### config.mk
export PLATFORM = sky130hd
export DESIGN_NAME = multicycle_ctrl
export DESIGN_NICKNAME = d
export VERILOG_FILES = /design/src/rtl/multicycle_ctrl.sv
export SDC_FILE = /design/constraint.sdc
export NUM_CORES = 1
export LEC_CHECK = 0
export CORE_MARGIN = 2
export CORE_UTILIZATION = 49
export DETAILED_ROUTE_END_ITERATION = 10
export HOLD_SLACK_MARGIN = 0.03
export PLACE_DENSITY = 0.81
export SLEW_MARGIN = 20
export SYNTH_ARGS = -nofsm -noshare
export SYNTH_HDL_FRONTEND = slang
export SYNTH_SLANG_ARGS = --single-unit
### constraint.sdc
create_clock -name clk -period 2.5 [get_ports clk]
set_input_delay 0.625 -clock clk [delete_from_list [all_inputs] [get_ports clk]]
set_output_delay 0.625 -clock clk [all_outputs]
set_load 0.05 [all_outputs]
### src/rtl/multicycle_ctrl.sv
// Multi-cycle control sequencer: owns the PC, walks FETCH/DECODE/EXEC/MEM/WB,
// drives the memory handshake and one-cycle load strobes, counts retirements.
module multicycle_ctrl #(
  parameter int                 ADDR_W   = 32,
  parameter logic [ADDR_W-1:0]  RESET_PC = '0,
  parameter logic [ADDR_W-1:0]  PC_INC   = ADDR_W'(1)
) (
  input  logic              clk,
  input  logic              clr,
  input  logic              start,
  input  logic [2:0]        instr_class,
  input  logic              br_taken,
  input  logic [ADDR_W-1:0] br_target,
  input  logic              mem_ack,
  output logic              mem_req,
  output logic              mem_we,
  output logic [ADDR_W-1:0] pc,
  output logic              ir_en,
  output logic              rf_we,
  output logic              busy,
  output logic              halted,
  output logic              err,
  output logic [31:0]       instr_count
);

  localparam logic [2:0] S_IDLE   = 3'd0;
  localparam logic [2:0] S_FETCH  = 3'd1;
  localparam logic [2:0] S_DECODE = 3'd2;
  localparam logic [2:0] S_EXEC   = 3'd3;
  localparam logic [2:0] S_MEM    = 3'd4;
  localparam logic [2:0] S_WB     = 3'd5;
  localparam logic [2:0] S_HALT   = 3'd6;

  localparam logic [2:0] C_ALU    = 3'd0;
  localparam logic [2:0] C_LOAD   = 3'd1;
  localparam logic [2:0] C_STORE  = 3'd2;
  localparam logic [2:0] C_BRANCH = 3'd3;
  localparam logic [2:0] C_JUMP   = 3'd4;
  localparam logic [2:0] C_HALT   = 3'd5;

  logic [2:0]        state_q, state_d;
  logic [2:0]        class_q, class_d;
  logic [ADDR_W-1:0] pc_q, pc_d;
  logic [31:0]       count_q, count_d;
  logic              err_q, err_d;
  logic [ADDR_W-1:0] pc_seq;

  assign pc_seq = pc_q + PC_INC;

  always_comb begin
    state_d = state_q;
    class_d = class_q;
    pc_d    = pc_q;
    count_d = count_q;
    err_d   = err_q;
    case (state_q)
      S_IDLE: begin
        if (start) state_d = S_FETCH;
      end
      S_FETCH: begin
        if (mem_ack) state_d = S_DECODE;
      end
      S_DECODE: begin
        class_d = instr_class;
        if (instr_class == C_HALT) begin
          state_d = S_HALT;
          count_d = count_q + 32'd1;
        end else if (instr_class > C_HALT) begin
          // Illegal encodings stop the core but are not counted as retired.
          state_d = S_HALT;
          err_d   = 1'b1;
        end else begin
          state_d = S_EXEC;
        end
      end
      S_EXEC: begin
        case (class_q)
          C_ALU:           state_d = S_WB;
          C_LOAD, C_STORE: state_d = S_MEM;
          C_BRANCH: begin
            pc_d    = br_taken ? br_target : pc_seq;
            count_d = count_q + 32'd1;
            state_d = S_FETCH;
          end
          C_JUMP: begin
            pc_d    = br_target;
            count_d = count_q + 32'd1;
            state_d = S_FETCH;
          end
          default:         state_d = S_HALT;
        endcase
      end
      S_MEM: begin
        if (mem_ack) begin
          if (class_q == C_STORE) begin
            pc_d    = pc_seq;
            count_d = count_q + 32'd1;
            state_d = S_FETCH;
          end else begin
            state_d = S_WB;
          end
        end
      end
      S_WB: begin
        pc_d    = pc_seq;
        count_d = count_q + 32'd1;
        state_d = S_FETCH;
      end
      S_HALT:  state_d = S_HALT;
      default: state_d = S_IDLE;
    endcase
  end

  always_ff @(posedge clk or negedge clr) begin
    if (!clr) begin
      state_q <= S_IDLE;
      class_q <= C_ALU;
      pc_q    <= RESET_PC;
      count_q <= '0;
      err_q   <= 1'b0;
    end else begin
      state_q <= state_d;
      class_q <= class_d;
      pc_q    <= pc_d;
      count_q <= count_d;
      err_q   <= err_d;
    end
  end

  // Strobes are pure state decodes, so no input reaches an output combinationally.
  assign mem_req     = (state_q == S_FETCH) || (state_q == S_MEM);
  assign mem_we      = (state_q == S_MEM) && (class_q == C_STORE);
  assign ir_en       = (state_q == S_DECODE);
  assign rf_we       = (state_q == S_WB);
  assign busy        = (state_q != S_IDLE) && (state_q != S_HALT);
  assign halted      = (state_q == S_HALT);
  assign err         = err_q;
  assign pc          = pc_q;
  assign instr_count = count_q;

endmodule

=== Word-level counts from Yosys, hierarchy flattened ===
Index checks and enable logic that the tools add are counted.

* Bits in registers: 71
* Bits of input ports: 40
* Output and inout port bits: 71
* Word-level logic and storage cells: 60

* Add/sub/neg operators: 2
* Magnitude comparators: 1
* Equal/unequal tests: 19
* Muxes and demuxes: 18
* Bitwise logic cells: 1
* Reductions and logical operators: 14

{| class="wikitable"
|+ Operators with widths
! kind !! number
|-
| two-way mux 32 bit || 7
|-
| case mux 32 bit (4 select lines) || 1
|-
| case mux 32 bit (3 select lines) || 1
|-
| adder 32 x 1 -> 32 bit, second input constant || 2
|-
| case mux 32 bit (2 select lines) || 1
|-
| case mux 3 bit (7 select lines) || 1
|-
| two-way mux 3 bit || 6
|-
| equality test 3 bit, second input constant || 5
|-
| equality test 3 x 2 -> 1 bit, second input constant || 4
|-
| inequality test 2 bit, second input constant || 5
|-
| case mux 3 bit (3 select lines) || 1
|-
| equality test 3 x 1 -> 1 bit, second input constant || 2
|-
| zero test 3 bit || 2
|-
| inequality test 3 bit, second input constant || 2
|-
| AND reduction 3 bit || 2
|-
| nonzero test 3 bit || 2
|-
| AND reduction 5 bit || 1
|-
| AND reduction 4 bit || 1
|-
| nonzero test 4 bit || 1
|-
| OR reduction 2 bit || 2
|-
| > comparator 3 bit, second input constant || 1
|-
| logical AND 1 bit || 2
|-
| inequality test 2 x 1 -> 1 bit, second input constant || 1
|-
| logical OR 1 bit || 1
|-
| inverter 1 bit || 1
|}

=== Logic depth before layout (Yosys ltp) ===
* Depth after elaboration: 4
* Depth in mapped cells: 9
* Gate-level depth less buffers: 6

=== Least setup slack after synthesis ===
OpenSTA, ideal clock, no wires.

* Path type: register to register
* Start: register state_q[2]
* End: register count_q[27], in the netlist instr_count[27]
* Library setup time: 144 ps
* Arrival: 2,222 ps
* Required time: 2,356 ps
* Path slack: 134 ps
* Stages on the path, launching flop included: 8
* Clock period less this slack: 2,366 ps
* Path through: dfrtp_1 buf_2 nor3b_2 a221o_1 nand4bb_1 clkbuf_1 nor3_1 xor2_1

* Cells in the longest elaborated chain, start to end: 3

{| class="wikitable"
|+ Ends and longest elaborated chain
! element !! line !! source
|-
| start, declared || 41 || <nowiki>logic [2:0] state_q, state_d;</nowiki>
|-
| start signal, assigned || 122 || <nowiki>state_q <= state_d;</nowiki>
|-
| equality test 3 x 2 -> 1 bit * || - ||
|-
| named net ir_en || 18 || <nowiki>output logic ir_en,</nowiki>
|-
| inequality test 2 x 1 -> 1 bit (no source line) or nonzero test 4 bit (tied branches) || - ||
|-
| AND reduction 5 bit (no source line) || - ||
|-
| end signal, assigned || 125 || <nowiki>count_q <= count_d;</nowiki>
|-
| end, declared || 44 || <nowiki>logic [31:0] count_q, count_d;</nowiki>
|}

Mark *: on every way through the listed nets, which the timed path passes. The rest lies on a longest branch.
A chain may end at the register's enable or synchronous reset.

=== Final worst setup path ===
* Start: register count_q[2], in the netlist instr_count[2]
* End: output port instr_count[2]

{| class="wikitable"
|+ RTL lines
! element !! line !! source
|-
| end, declared || 23 || <nowiki>output logic [31:0] instr_count</nowiki>
|}

No word-level cell between the ends.

==> results_dict.tcl <==
set metrics [dict create \
    cp_data_required_time_ps 1880 \
    cts_hold_buffers 0 \
    clockPowerShare 0.138 \
    routed.top_layer "met4" \
    die_area_um2 9219 \
    cp_max_fo 7 \
    chipWidth_um 96.02 \
    fin_cells 672 \
    clk_latency_ps 350 \
    max_cap_violations 0 \
    drc 0 \
    wl_met1_um 4526 \
    grt_first_pass_wirelength_um 18170 \
    tritoncts "yes" \
    via_count 3991 \
    arrival_ps 1720 \
    clockRootBuffer "clkbuf_8" \
    syn-instance-count 443 \
    track_usage 0.2499 \
    syn_area_per_cell_um2 9.366 \
    drt_iter0_drc 204 \
    dp_cells 656 \
    cp_slowest_cell "clkdlybuf4s50_1" \
    setup_viol 0 \
    synthFlopType "dfrtp_1" \
    final_max_slew_viol_count 0 \
    post_cts_buffers 0 \
    switching_power_mw 3.407 \
    end_kind "output pin" \
    ys_types 60 \
    fp.dieH_um 96.02 \
    swShare 0.4908 \
    yosys.area.top_type "dfrtp_1" \
    drive_above_1_share 0.1393 \
    wl_per_cell_um 16.39 \
    wl_met2_um 5446 \
    async_flop_share 1.000 \
    area_growth_pct 36.79 \
    power_frac_comb 0.573 \
    fin_area_um2 5675 \
    clock-sinks 71 \
    numCtsBuffers 9 \
    first_pass_iters 4 \
    maxSlewHeadroom 0.6187 \
    io_pins 111 \
    synth_edf_count 0 \
    grt_max_degree 37 \
    synth_fp_nets 486 \
    final_util 0.6907 \
    placed_area_um2 5461 \
    yosysWarnings 0 \
    clkSlewWorstSetupHoldPaths_ps 80 \
    gp_congestion 0.8613 \
    p_leak_nw 2.303 \
    finClkSkew_ps 12.58 \
    wirelength_um 11020 \
    rsz0062_at_grt "false" \
    cp_top_family "buffers and inverters" \
    min_period_over_period 0.9382 \
    seq_power_share 0.289 \
    grt_pass1_vias 3817 \
    max_freq_mhz 426.3 \
    fin_setup_tns_ps 0 \
    start_kind "flip-flop" \
    antenna-diode-count 0 \
    vdd_ir_drop_max_mv 0.8467 \
    netlist.area_leader.share 0.4282 \
    slowest_delay_ps 880 \
    rows 33 \
    hp-class "input port to async pin" \
    h-tree-depth 3 \
    yosys-top-cells-count "dfrtp_1, nand2_1, a21oi_1, nor2_1, nand3_1" \
    final_net_count 605 \
    crit_path_cell_trace "clkdlybuf4s50_1" \
    via_per_inst 5.939 \
    intPower_mw 3.534 \
    dpl.hpwl_um 8095 \
    syn_area_um2 4149 \
    power_density_nw_per_um2 1223 \
    finalHoldViolations 0 \
    ant_nets 0 \
    power_mw 6.942 \
    initial_core_util 0.5049 \
    fp.coreArea_um2 8217 \
    worstMarginPinSlew_ps 571.9 \
    synth.area.top_cells "dfrtp_1, a21oi_1, xor2_1, nand2_1, nor2_1" \
    clock_path_buffers 2 \
    antenna_found_initial 0 \
    synth_most_common_cell "dfrtp_1" \
    ys_seq_area_frac 0.4282 \
    run_status "finished, final reports clean" \
    port_buffers 110 \
    timing.final.crit_period_ps 2346 \
    grt.overflow.total 0 \
    wl_met3_um 915 \
    crit_type "flip-flop to output pin" \
    worstPathBufferInverterCount 1 \
    ys_ff_latch 71 \
]
==> cells by family after synthesis <==
family,synth area share
xor+xnor,0.06544
fa+ha+maj,0.009048
simple gates,0.2443
buf+inv,0.03830
compound gates,0.2015
flops,0.4282
mux,0.01327
==> worst reg2reg max path: cells and delay by family (launching register included) <==
kind	cells	cell delay [ps]
flops	1	580
simple gates	2	500
fa+ha+maj	1	370
buf+inv	2	340
compound gates	1	220
xor+xnor	1	200
==> what timing repair did <==
item | 4_1_cts | 5_1_grt
hold endpoints to repair | 0 | 0
resized for setup | 0 | 1
setup endpoints to repair | 0 | 1
==> cell usage in the layout (no fill, tap or decap), types with 10 or more instances in the layout <==
cell             instances
clkdlybuf4s50_1        103
nand3_1                 24
o21ai_0                 16
nand2_1                 40
nor4_1                  11
xor2_1                  20
buf_4                   23
nor3_1                  14
o22ai_1                 11
dfrtp_1                 71
o22a_1                  10
nand4_1                 18
nor2_1                  33
xnor2_1                 11
a21oi_1                 36
clkbuf_8                11
==> power groups by stage <==
stage          combinational [mW]  clock, mW  sequential (mW)
2_1_floorplan                1.90          0             2.84
3_5_place_dp                 3.97          0             2.01
5_1_grt                      4.27       1.02             2.07
6_report                     3.98      0.959             2.01
4_1_cts                      3.99      0.979             1.99
3_3_place_gp                 3.88          0             1.99
==> final timing paths <==
path                       slack (ps)       startpoint              end  depth (start not counted)
hold / removal                    270              clr            pc[2]                          1
min in group clk                  480  instr_count[31]  instr_count[31]                          1
hold reg to reg                   480  instr_count[31]  instr_count[31]                          1
setup / recovery                  150   instr_count[2]   instr_count[2]                          1
max in group asynchronous        1620              clr           pc[26]                          2
setup reg to reg                  200       state_q[1]  instr_count[19]                          7
==> flip-flops by register name (all words and copies together) (netlist names) <==
| signal | cells |
|---|---|
| err | 1 |
| class_q | 3 |
| pc | 32 |
| instr_count | 32 |
| state_q | 3 |
==> cell type report <==
class,instances,area (µm²)
fill,652,2541
multi-input combinational,340,2237
sequential,71,1777
timing repair buffer,131,1289
clock buffer,11,151.4
tap,105,131.4
clock inverter,5,56.30
inverter,9,33.78
==> layer usage <==
metal	track usage	vias up
met1	0.3183	1917
met5	0	-
li1	-	1887
met4	0.05238	0
met2	0.4248	171
met3	0.07048	16
==> metrics by stage <==
stage	worst slack [ps]	hold WS (ps)
4_1_cts	103.2	267.8
2_1_floorplan	134.0	329.4
3_3_place_gp	-93.87	457.4
5_1_grt	76.20	288.3
3_5_place_dp	-195.0	463.5
6_report	154.4	266.7
No activity file was read; power rests on OpenSTA's default activity.
